$ cat src/rtl/key_sw_pkg.sv
`default_nettype none
// +----------------------------------------------------------------------------+
// | key_sw_pkg                                                                 |
// | Shared constants and per-channel debounce state type for key_sw_debounce.  |
// | Revision: 1.0                                                              |
// +----------------------------------------------------------------------------+
package key_sw_pkg;

  localparam int CLK_HZ                  = 50_000_000;
  localparam int DEBOUNCE_MS             = 10;
  localparam int DEBOUNCE_CYCLES_DEFAULT = (CLK_HZ / 1000) * DEBOUNCE_MS;

  typedef enum logic [0:0] {
    STABLE  = 1'b0,
    PENDING = 1'b1
  } deb_state_t;

endpackage
`default_nettype wire

$ cat src/rtl/debounce_chan.sv
`default_nettype none
// +----------------------------------------------------------------------------+
// | debounce_chan                                                              |
// | One channel: 2-flop synchronizer plus debounce counter and stable level.   |
// | KEY_SW_DEBOUNCE_EN compiles in the counter; otherwise stable tracks sync.  |
// | Revision: 1.0                                                              |
// +----------------------------------------------------------------------------+
module debounce_chan
  import key_sw_pkg::*;
#(
  parameter int DEBOUNCE_CYCLES = DEBOUNCE_CYCLES_DEFAULT
) (
  input  logic clk,
  input  logic rst_n,
  input  logic i_raw,
  output logic o_stable
);

  logic [1:0] r_sync;
  logic       r_stable;

  always_ff @(posedge clk or negedge rst_n) begin
    if (!rst_n) begin
      r_sync <= 2'b00;
    end else begin
      r_sync <= {r_sync[0], i_raw};
    end
  end

`ifdef KEY_SW_DEBOUNCE_EN
  localparam int              CNT_W     = (DEBOUNCE_CYCLES > 1) ? $clog2(DEBOUNCE_CYCLES) : 1;
  localparam logic [CNT_W-1:0] C_CNT_MAX = CNT_W'(DEBOUNCE_CYCLES - 1);

  deb_state_t       r_state;
  deb_state_t       w_state_nxt;
  logic [CNT_W-1:0] r_cnt;
  logic [CNT_W-1:0] w_cnt_nxt;
  logic             w_stable_nxt;

  always_ff @(posedge clk or negedge rst_n) begin
    if (!rst_n) begin
      r_state  <= STABLE;
      r_cnt    <= '0;
      r_stable <= 1'b0;
    end else begin
      r_state  <= w_state_nxt;
      r_cnt    <= w_cnt_nxt;
      r_stable <= w_stable_nxt;
    end
  end

  // A bounce back to the stable level abandons the count; acceptance
  // needs DEBOUNCE_CYCLES consecutive disagreeing samples.
  always_comb begin
    w_state_nxt  = r_state;
    w_cnt_nxt    = r_cnt;
    w_stable_nxt = r_stable;
    case (r_state)
      STABLE: begin
        w_cnt_nxt = '0;
        if (r_sync[1] != r_stable) begin
          w_state_nxt = PENDING;
          w_cnt_nxt   = CNT_W'(1);
        end
      end
      PENDING: begin
        if (r_sync[1] == r_stable) begin
          w_state_nxt = STABLE;
          w_cnt_nxt   = '0;
        end else if (r_cnt == C_CNT_MAX) begin
          w_state_nxt  = STABLE;
          w_cnt_nxt    = '0;
          w_stable_nxt = r_sync[1];
        end else begin
          w_cnt_nxt = r_cnt + CNT_W'(1);
        end
      end
      default: begin
        w_state_nxt = STABLE;
        w_cnt_nxt   = '0;
      end
    endcase
  end
`else
  always_ff @(posedge clk or negedge rst_n) begin
    if (!rst_n) begin
      r_stable <= 1'b0;
    end else begin
      r_stable <= r_sync[1];
    end
  end
`endif

  assign o_stable = r_stable;

endmodule
`default_nettype wire

$ cat src/rtl/key_sw_debounce.sv
`default_nettype none
// +----------------------------------------------------------------------------+
// | key_sw_debounce                                                            |
// | Conditions KEY[1] and SW[N_SW-1:0]: levels, edge pulses, sticky key event. |
// | Debounce counters are present only when KEY_SW_DEBOUNCE_EN is defined.     |
// | Revision: 1.0                                                              |
// +----------------------------------------------------------------------------+
module key_sw_debounce
  import key_sw_pkg::*;
#(
  parameter int N_SW            = 8,
  parameter int DEBOUNCE_CYCLES = DEBOUNCE_CYCLES_DEFAULT
) (
  input  logic            clk_clk,
  input  logic            reset_reset_n,
  input  logic            key_n_in,
  input  logic [N_SW-1:0] sw_in,
  input  logic            key_event_clr,
  output logic            key_level,
  output logic            key_press_pulse,
  output logic            key_event,
  output logic [N_SW-1:0] sw_out,
  output logic            sw_change_pulse
);

  logic            w_key_raw;
  logic            w_key_stable;
  logic            w_key_rise;
  logic [N_SW-1:0] w_sw_stable;
  logic            r_key_stable_d;
  logic [N_SW-1:0] r_sw_stable_d;
  logic            r_key_press_pulse;
  logic            r_sw_change_pulse;
  logic            r_key_event;

  // KEY[1] is active-low on the board; invert so 1 means pressed.
  assign w_key_raw = ~key_n_in;

  debounce_chan #(
    .DEBOUNCE_CYCLES(DEBOUNCE_CYCLES)
  ) u_key (
    .clk     (clk_clk),
    .rst_n   (reset_reset_n),
    .i_raw   (w_key_raw),
    .o_stable(w_key_stable)
  );

  for (genvar gi = 0; gi < N_SW; gi++) begin : g_sw
    debounce_chan #(
      .DEBOUNCE_CYCLES(DEBOUNCE_CYCLES)
    ) u_sw (
      .clk     (clk_clk),
      .rst_n   (reset_reset_n),
      .i_raw   (sw_in[gi]),
      .o_stable(w_sw_stable[gi])
    );
  end

  assign w_key_rise = w_key_stable & ~r_key_stable_d;

  always_ff @(posedge clk_clk or negedge reset_reset_n) begin
    if (!reset_reset_n) begin
      r_key_stable_d    <= 1'b0;
      r_sw_stable_d     <= '0;
      r_key_press_pulse <= 1'b0;
      r_sw_change_pulse <= 1'b0;
      r_key_event       <= 1'b0;
    end else begin
      r_key_stable_d    <= w_key_stable;
      r_sw_stable_d     <= w_sw_stable;
      r_key_press_pulse <= w_key_rise;
      r_sw_change_pulse <= |(w_sw_stable ^ r_sw_stable_d);
      // A new press beats a simultaneous software clear.
      if (w_key_rise) begin
        r_key_event <= 1'b1;
      end else if (key_event_clr) begin
        r_key_event <= 1'b0;
      end
    end
  end

  assign key_level       = w_key_stable;
  assign sw_out          = w_sw_stable;
  assign key_press_pulse = r_key_press_pulse;
  assign sw_change_pulse = r_sw_change_pulse;
  assign key_event       = r_key_event;

endmodule
`default_nettype wire

$ cat config.mk
export PLATFORM = sky130hd
export DESIGN_NAME = key_sw_debounce
export DESIGN_NICKNAME = d
export VERILOG_FILES = /design/src/rtl/key_sw_pkg.sv /design/src/rtl/debounce_chan.sv /design/src/rtl/key_sw_debounce.sv
export SDC_FILE = /design/constraint.sdc
export NUM_CORES = 1
export LEC_CHECK = 0
export CORE_MARGIN = 4
export CORE_UTILIZATION = 46
export CTS_CLUSTER_DIAMETER = 100
export DETAILED_ROUTE_END_ITERATION = 6
export DONT_BUFFER_PORTS = 1
export PLACE_DENSITY = 0.63
export REMOVE_ABC_BUFFERS = 1
export SETUP_SLACK_MARGIN = 0.05
export SLEW_MARGIN = 20
export SYNTH_ARGS = -nofsm -noshare
export SYNTH_HDL_FRONTEND = slang
export SYNTH_HIERARCHICAL = 1
export SYNTH_SLANG_ARGS = --single-unit
export TNS_END_PERCENT = 1
$ cat constraint.sdc
create_clock -name clk_clk -period 1 [get_ports clk_clk]
set_input_delay 0.3 -clock clk_clk [delete_from_list [all_inputs] [get_ports clk_clk]]
set_output_delay 0.3 -clock clk_clk [all_outputs]
set_load 0.05 [all_outputs]
# After elaboration in Yosys (flattened, before gate mapping)
# Index checks and enable logic that the tools add are counted.
[totals] inputBits=12 output_inout_bits=12 reg_bits=39
[op_classes] reduce_logical=2 bitwise_logic=4 mux=2
[ops] op="OR reduction 8 bit" n=1
[ops] op="bitwise XOR 8 bit" n=1
[ops] op="two-way mux 1 bit" n=2
[ops] op="NOT 1 bit" n=2
[ops] op="nonzero test 2 bit" n=1
[ops] op="AND 1 bit" n=1

# Depth between registers and ports, before layout
# Gate-level depths: netlist (run 1).
[logic_depth] ltp_word=3 mapped_depth=3

# Cells and area by module
# The synthesis (run 1) kept the hierarchy.
[by_module_without_submodules] module="debounce_chan" area_each_um2=75.1 cells_per_inst=3 instances=9
[by_module_without_submodules] module="key_sw_debounce" area_each_um2=407.9 cells_per_inst=27 instances=1

# Least setup slack after synthesis (run 1)
# OpenSTA, ideal clock, no wires.
[synth_timing] kind="register -> register" start="reg g_sw[5].u_sw.r_stable" end="reg r_sw_change_pulse (netlist: sw_change_pulse)" required_ns=0.871 path_stages_with_launch=4 t_arrival_ns=1.108 slack_ns=-0.236 setup_ns=0.129 cell_sequence="dfrtp_1 -> xor2_1 -> nor4_1 -> nand2_1"
[synth_between] elab_chain_cells=2
[synth_lines] element="start: declaration" line_no="debounce_chan.sv:20" text="logic r_stable;"
[synth_lines] element="start signal: assignment" line_no="debounce_chan.sv:89" text="r_stable <= r_sync[1];"
[synth_lines] element="bitwise XOR 8 bit" line_no="key_sw_debounce.sv:72" text="r_sw_change_pulse <= |(w_sw_stable ^ r_sw_stable_d);"
[synth_lines] element="OR reduction 8 bit" line_no="key_sw_debounce.sv:72"
[synth_lines] element="end signal: assignment" line_no="key_sw_debounce.sv:72"
[synth_lines] element="end: declaration" line_no="key_sw_debounce.sv:33" text="logic r_sw_change_pulse;"
# No other way between the ends.
# A chain may end at the register's enable or synchronous reset.

# Worst setup path after layout (run 1)
[layout_timing] start="reg g_sw[4].u_sw.r_stable" end="out sw_out[4]"
[layout_lines] element="start: declaration" line_no="debounce_chan.sv:20"
[layout_lines] element="start signal: assignment" line_no="debounce_chan.sv:89"
[layout_lines] element="end: declaration" line_no="key_sw_debounce.sv:22" text="output logic [N_SW-1:0] sw_out,"
# No word-level cell between the ends.

==> out/summary.txt, run 1 <==
Post-Synth Adder-Cell Area - 0
Cell area after layout - 0.00147 mm2
PwrDens - 2060 mW/mm2
WP data required - 700 ps
Ranking of synthesized cells by area - dfrtp_1 90%, xor2_1 6.5%, nor4_1 1.2%
Worst IR Drop VDD - 1.48 mV
Ys Warns - 6
Crit path time final - 1220 ps
CTS tree - yes
Slew Limit Fails - 0
Share of the synthesized area in the top cell type - 0.901
Share of cells above drive strength 1 - 0.262
Largest family of logic cells by synthesized area - XOR/XNOR gates
Layout area overhead - 35.2%
Max incr delay on CP - 420 ps
Final setup vio count - 13
Input/output buffers - 0
Layout Skew - 5.01 ps
Top cell family by delay on the critical path - flip-flops
Status - finished, violations left
Routed Antenna Nets - 0
Row count - 17
# H-tree levels - 2
Synth cell count leaders - 39 x dfrtp_1, 8 x xor2_1, 2 x inv_1, 2 x nor4_1
Tightest Pin Transition - 303 ps
Initial antenna violation count - 0
Max_slew headroom - 0.796
Main flop type after synthesis - dfrtp_1
Total GRT Usage - 0.123
Pre-CTS setup slack - -30.0 ps
Max_cap viols - 0
Die Area - 0.00320 mm2
Placed insts - 93
Hold Path Class - in2async
Period utilization - 1.22
Clk buf depth - 2
Final setup margin - -224 ps
Hold Worst Slack - -359 ps
# diodes - 0
Syn avg cell area - 20.1 um2
Cells along the critical path - buf_6
DR WL/cell - 13.9 um
Element type at the critical path start - flop
Fmax achieved - 0.817 GHz
IO Count - 24
Number of vias per cell - 4.50
Drt pass-1 iters - 2
Core area - 0.00223 mm2
DRC - 0
Die Ht - 56.5 um
Synthesized instance count - 54
# hold bufs at CTS - 9
Post-synthesis compound-gate area fraction - 0.00693
Final #Nets - 95
Hold Vio Cnt, Final - 39
GR Overflow Total - 0
Tot Pwr - 3.02 mW
Placer Congestion - 0.682
Largest net degree at the start of global routing - 40
Reg clk slew, reported paths - 110 ps
Syn Std Cell Area - 0.00108 mm2
Buf/Inv on CP - 1
Vias in the first global route - 523
Detailed Place HPWL - 952 um
EDFF count, synth - 0
Post-Synth XOR/XNOR Area - 0.0647
Synth area leader - dfrtp_1
Drt total wl - 1.56 mm
Kind of end point of the critical path - output port
Post-DP Area - 0.00124 mm2
Data arrival, critical path - 920 ps
Leakage - 0.681 nW
Most common cell in the netlist - dfrtp_1
Drt first-iter violations - 4
Mux cell area share after synthesis - 0
Seq/Total Area, Yosys - 0.901
Simple-gate portion of the synthesized area - 0.0208
Crit Path Max Fanout - 2
Root buffer cell - clkbuf_4
Total CTS buffers - 5
Worst path slowest cell - dfrtp_1
Violated checks - hold timing, setup timing
Critical path class - reg2out
Initial core utilization - 0.485
Synth unique cells - 7
Post-Layout Cell Count - 112
Skew-Pair Late Insertion Delay - 330 ps
Flops & latches, synth - 39
Async SR Flop Fraction - 1.00
RSZ-0062 raised after global routing - yes
First-pass GRT wire length - 2.65 mm
Chip Width - 56.5 um
Via count - 504
Clock sinks - 39
==> per-stage QoR <==
stage | hold slack [ps] | utilization | TNS, ps
floorplan | 4.41 | - | -259
global placement | 5.26 | 0.555 | 0
detailed placement | 5.13 | 0.555 | -30.0
CTS | -385 | 0.656 | -2940
global route | -413 | 0.656 | -3420
finish | -359 | 0.656 | -2680
==> logic make-up after synthesis <==
group                     after synthesis
AOI/OAI and AO/OA                       1
and+or+nand+nor                         4
buffers and inverters                   2
xor gates and xnor gates                8
DFF                                    39
==> worst paths after layout <==
| path | cells past startpoint | endpoint | startpoint | slack (ps) |
|---|---|---|---|---|
| worst max-delay path | 1 | sw_out[4] | g_sw[4].u_sw/o_stable | -220 |
| worst min-delay path | 0 | sw_change_pulse | reset_reset_n | -360 |
| worst max register to register | 3 | sw_change_pulse | g_sw[1].u_sw/o_stable | -130 |
| worst min register to register | 0 | u_key/o_stable | u_key/r_sync[1] | 360 |
| max in group asynchronous | 0 | r_sw_stable_d[5] | reset_reset_n | 1270 |
| min in group clk_clk | 2 | key_event | key_event_clr | 110 |
==> sequential cells by signal (all words and copies together) (netlist names) <==
register	count
r_sw_stable_d	8
key_event	1
key_press_pulse	1
u_key/r_sync	2
sw_change_pulse	1
g_sw.u_sw/o_stable	8
u_key/o_stable	1
r_key_stable_d	1
g_sw.u_sw/r_sync	16
==> layout make-up <==
type / instances / area, um2
Timing Repair Buffer: 22 / 255
Tap cell: 28 / 35.0
Fill cell: 156 / 768
Inverter: 2 / 7.51
Clock inverter: 2 / 38.8
Sequential cell: 39 / 977
Multi-Input combinational cell: 13 / 100
Clock buffer: 6 / 51.3
==> metal layers <==
metal  GRT usage  routed length, um  up-vias  part of all wire
met2       0.180                809       19              0.52
met5           0                  0        -                 0
met3      0.0759                144        4             0.092
met1       0.135                571      254              0.37
met4      0.0712                 36        0             0.023
li1            -                  -      227                 -
==> what timing repair did <==
item | in CTS | in global routing
pin swaps | 1 | 1
buffers inserted | 2 | 0
gates resized for setup | 9 | 0
setup endpoints to repair | 13 | 14
cloned | 0 | 0
hold endpoints to repair | 48 | 39
==> cells in the final DEF, fill, tap and decap left out, drive strengths merged <==
master       count
nor2b            1
dlygate4sd3      9
bufinv           1
clkbuf           6
inv              3
a21o             1
nor4             2
nand2            1
dfrtp           39
xor2             8
buf             13
==> report_power, final <==
part / switching (mW) / internal (mW) / leakage (nW)
combinational: 0.113 / 0.0943 / 0.180
clock: 0.501 / 0.604 / 0.0489
sequential: 0.0509 / 1.66 / 0.452
total: 0.664 / 2.35 / 0.681
==> worst register-to-register path: stages (launching register included) <==
cell and delay (ps):
dfrtp_1 410, xor2_1 160, nor4_1 340, nand2_1 100
Power figures use the tool's default switching activity.
==> run 2, diff against run 1 <==
Settings changed: CORE_UTILIZATION 46 to 35, PLACE_DENSITY 0.63 to 0.51, SETUP_SLACK_MARGIN 0.05 to 0.02.
==> out/summary.txt, run 2 (synthesized netlist as in run 1, its figures left out) <==
Status - finished, violations left
Violated checks - hold timing, setup timing
Flop pwr share - 0.613
PwrDens - 1910 mW/mm2
Placer Congestion - 0.610
Drt pass-1 iters - 3
Worst IR Drop VDD - 0.724 mV
Total GRT Usage - 0.0873
Die Area - 0.00405 mm2
Final #Nets - 96
Placed insts - 96
Cells along the critical path - buf_6
Switching part of the total - 0.221
Number of vias per cell - 4.22
Clk buf depth - 2
RSZ-0062 raised after global routing - yes
Most frequent cells in the layout - 38 x dfrtp_1, 9 x dlygate4sd3_1, 8 x xor2_1, 8 x buf_6, 5 x clkbuf_4
Total CTS buffers - 5
Drt total wl - 1.43 mm
Skew-Pair Late Insertion Delay - 330 ps
Tightest Pin Transition - 287 ps
Core area - 0.00285 mm2
Root buffer cell - clkbuf_4
Layout Skew - 4.14 ps
Setup TNS - -2530 ps
Grt met2 use - 0.103
Share of cells above drive strength 1 - 0.259
Element type at the critical path start - flop
Layout area overhead - 34.3%
Internal - 2.17 mW
# diodes - 0
Reg clk slew, reported paths - 100 ps
# H-tree levels - 2
DR WL/cell - 12.3 um
Max_slew headroom - 0.807
Buf/Inv on CP - 1
GR peak layer - met2
IO Count - 24
Met3 Use GR - 0.0639
NetSw - 0.615 mW
First-pass GRT wire length - 2.48 mm
Input/output buffers - 0
Final setup margin - -210 ps
WP data required - 700 ps
Kind of end point of the critical path - output port
Combinational power share - 0.074
Worst path slowest cell - dfrtp_1
DRC - 0
Critical Path Start - g_sw[2].u_sw/o_stable
Row count - 19
Fmax achieved - 0.826 GHz
Routed Antenna Nets - 0
Drt first-iter violations - 17
Slew Limit Fails - 0
Largest net degree at the start of global routing - 40
Top cell family by delay on the critical path - flip-flops
Layout fillers - 236
Hold Path Class - in2async
Period utilization - 1.21
Hold Vio Cnt, Final - 39
Max incr delay on CP - 420 ps
Detailed Place HPWL - 920 um
Clock power share - 0.313
Max_cap viols - 0
Die Ht - 63.6 um
# hold bufs at CTS - 9
Critical path class - reg2out
Chip Width - 63.6 um
Final setup vio count - 13
Grt met1 use - 0.102
GR Overflow Total - 0
Largest register FFs - 16
Hold Worst Slack - -352 ps
Crit Path Max Fanout - 2
Data arrival, critical path - 910 ps
CTS tree - yes
R2R Path Start - g_sw[0].u_sw/o_stable
Clock sinks - 39
Post-Layout Cell Count - 116
Crit path time final - 1210 ps
Leakage - 0.676 nW
Most common cell after layout, fill and taps aside - dfrtp_1
Via count - 489
Initial antenna violation count - 0
Most flop-heavy register - g_sw.u_sw/r_sync
Vias in the first global route - 498
Initial core utilization - 0.380
run 2: changes by cell type in the layout (fill, tap and decap cells not counted), sizes merged:
cell	before	now
clkbuf	6	8
buf	13	14
bufinv	1	0
inv	3	2
run 2: stage by stage:
| step | cell area (um2) | utilization | setup WS (ps) | power, mW |
|---|---|---|---|---|
| 2_1_floorplan | 1080 | - | -236 | 1.83 |
| 3_3_place_gp | 1240 | 0.436 | -50.6 | 1.89 |
| 3_5_place_dp | 1240 | 0.436 | -111 | 1.90 |
| 4_1_cts | 1460 | 0.510 | -240 | 2.84 |
| 5_1_grt | 1460 | 0.510 | -277 | 2.93 |
| 6_report | 1460 | 0.510 | -210 | 2.78 |
run 2: power by group through the flow:
| stage | clock network [mW] | logic (mW) | registers, mW |
|---|---|---|---|
| after floorplan | 0 | 0.0275 | 1.80 |
| final | 0.870 | 0.206 | 1.71 |
| after global placement | 0 | 0.158 | 1.73 |
| after detailed placement | 0 | 0.160 | 1.74 |
| after CTS | 0.927 | 0.209 | 1.71 |
| after global routing | 1.00 | 0.216 | 1.71 |
run 2: layout make-up:
type                       instances  area (um2)  share of cell area
clock buffer                       8        68.8              0.0473
inverter                           2        7.51             0.00516
multi-input combinational         13         100              0.0688
sequential                        39         977               0.672
tap                               31        38.8              0.0267
timing repair buffer              23         263               0.181
run 2: final timing paths:
path / to / slack [ps] / cells after the start
max: sw_out[2] / -210 / 1
min in group clk_clk: key_event / 120 / 2
min reg2reg: g_sw[5].u_sw/o_stable / 350 / 0
max reg2reg: sw_change_pulse / -140 / 4
max in group asynchronous: key_event / 1260 / 0
min: r_sw_stable_d[5] / -350 / 0
run 2: what timing repair did:
item                                   CTS  global route
endpoints found under the hold margin   48            39
setup endpoints to repair               13            13
gates cloned                             0             0
resized for setup                        9             0
buffers inserted                         3             0
pin swaps                                1             1
run 2: metal layers:
metal	wire [um]	share of wire
met5	0	0
met4	44	0.031
met3	154	0.11
met2	647	0.45
met1	586	0.41
==> run 3, diff against run 2 <==
Settings changed: DONT_BUFFER_PORTS 1 to not set, PLACE_DENSITY 0.51 to 0.61.
==> out/summary.txt, run 3 (synthesized netlist as in run 1, its figures left out) <==
Status - finished, violations left
Violated checks - setup timing
Setup TNS - -3380 ps
Tot Pwr - 3.14 mW
Hold Vio Cnt, Final - 0
Clock sinks - 39
Clk buf depth - 2
Worst IR Drop VDD - 1.12 mV
Most common cell after layout, fill and taps aside - dfrtp_1
Root buffer cell - clkbuf_4
Row count - 19
GR Overflow Total - 0
WP data required - 700 ps
Max_cap viols - 0
Critical path class - reg2out
Final setup vio count - 13
Crit Path Max Fanout - 2
Die Ht - 63.6 um
Largest net degree at the start of global routing - 40
Final #Nets - 111
Share of cells above drive strength 1 - 0.380
Die Area - 0.00405 mm2
# diodes - 0
Input/output buffers - 23
DRC - 0
Data arrival, critical path - 1010 ps
Chip Width - 63.6 um
Layout area overhead - 58.1%
IO Count - 24
Kind of end point of the critical path - output port
Placer Congestion - 0.638
Vias in the first global route - 560
Cell area after layout - 0.00171 mm2
Layout Skew - 2.63 ps
Hold Worst Slack - 359 ps
Core area - 0.00285 mm2
Post-DP Area - 0.00153 mm2
First-pass GRT wire length - 2.61 mm
Number of vias per cell - 4.18
Max_slew headroom - 0.830
Element type at the critical path start - flop
Period utilization - 1.31
Max incr delay on CP - 410 ps
Total GRT Usage - 0.0922
Initial core utilization - 0.380
Detailed Place HPWL - 1.02 mm
Drt pass-1 iters - 2
Reg clk slew, reported paths - 110 ps
Drt total wl - 1.59 mm
Final setup margin - -314 ps
Via count - 548
Initial antenna violation count - 0
PwrDens - 1830 mW/mm2
DR WL/cell - 12.1 um
Leakage - 0.796 nW
Crit path time final - 1310 ps
Drt first-iter violations - 3
RSZ-0062 raised after global routing - yes
Worst path slowest cell - dfrtp_1
Tightest Pin Transition - 253 ps
CTS tree - yes
Largest register FFs - 16
# H-tree levels - 2
Skew-Pair Late Insertion Delay - 340 ps
Hold Path Class - reg2reg
Routed Antenna Nets - 0
Most frequent cells in the layout - 37 x dfrtp_1, 13 x buf_12, 10 x clkdlybuf4s50_1
Fmax achieved - 0.761 GHz
Total CTS buffers - 5
Most flop-heavy register - g_sw.u_sw/r_sync
Cells along the critical path - buf_6, buf_12
Slew Limit Fails - 0
-- run 3: cell count changes in the layout (fill, tap and decap cells not counted), sizes merged --
cell,change
buf,+13
dlygate4sd3,-8
bufinv,+1
clkdlybuf4s50,+10
clkbuf,-2
clkinv,+1
-- run 3: path summary, 6_finish.rpt --
| check | startpoint | to | slack [ps] | cells after the start |
|---|---|---|---|---|
| setup / recovery | g_sw[3].u_sw/o_stable | sw_out[3] | -310 | 2 |
| hold / removal | g_sw[1].u_sw/r_sync[0] | g_sw[1].u_sw/r_sync[1] | 360 | 0 |
| setup reg to reg | g_sw[5].u_sw/o_stable | sw_change_pulse | -190 | 5 |
| hold reg to reg | g_sw[1].u_sw/r_sync[0] | g_sw[1].u_sw/r_sync[1] | 360 | 0 |
| max in group asynchronous | reset_reset_n | g_sw[1].u_sw/o_stable | 370 | 3 |
| min in group asynchronous | reset_reset_n | r_key_stable_d | 440 | 3 |
-- run 3: timing repair --
action / 4_1_cts / 5_1_grt
setup endpoints to repair: 13 / 13
hold endpoints to repair: 39 / 0
pin swaps: 2 / 0
hold buffers: 1 / 0
setup buffers: 6 / 1
resized for setup: 6 / 3
-- run 3: power by group --
part / internal [mW] / switching (mW) / leakage, nW
logic: 0.197 / 0.171 / 0.296
clock network: 0.591 / 0.481 / 0.0482
registers: 1.66 / 0.0404 / 0.451
total: 2.44 / 0.691 / 0.796
-- run 3: critical path: cells and delay by family, from the launching register on --
kind / cells / cell delay, ps
DFF: 1 / 410
buffers and inverters: 2 / 270
-- run 3: final cells by class --
| class | count | area (um2) |
|---|---|---|
| clock buffer | 6 | 51.3 |
| clock inverter | 2 | 35.0 |
| fill | 216 | 1140 |
| inverter | 2 | 7.51 |
| multi-input combinational | 13 | 106 |
| sequential | 39 | 978 |
| tap | 31 | 38.8 |
| timing repair buffer | 38 | 495 |
-- run 3: per-layer routing --
layer  wire length [um]  vias to the layer above  global-route usage  part of all wire
met2                870                       16               0.143              0.55
met1                613                      269              0.0950              0.39
met3                 96                        2              0.0533             0.060
met5                  0                        -                   0                 0
li1                   -                      261                   -                 -
met4                 10                        0              0.0566            0.0063
-- run 3: metrics by stage --
step,util,worst slack (ps),std cells
after floorplan,-,-236,54
after global placement,0.537,-36.7,115
after detailed placement,0.537,-51.2,115
after CTS,0.595,-334,130
after global routing,0.600,-363,131
final,0.600,-314,131
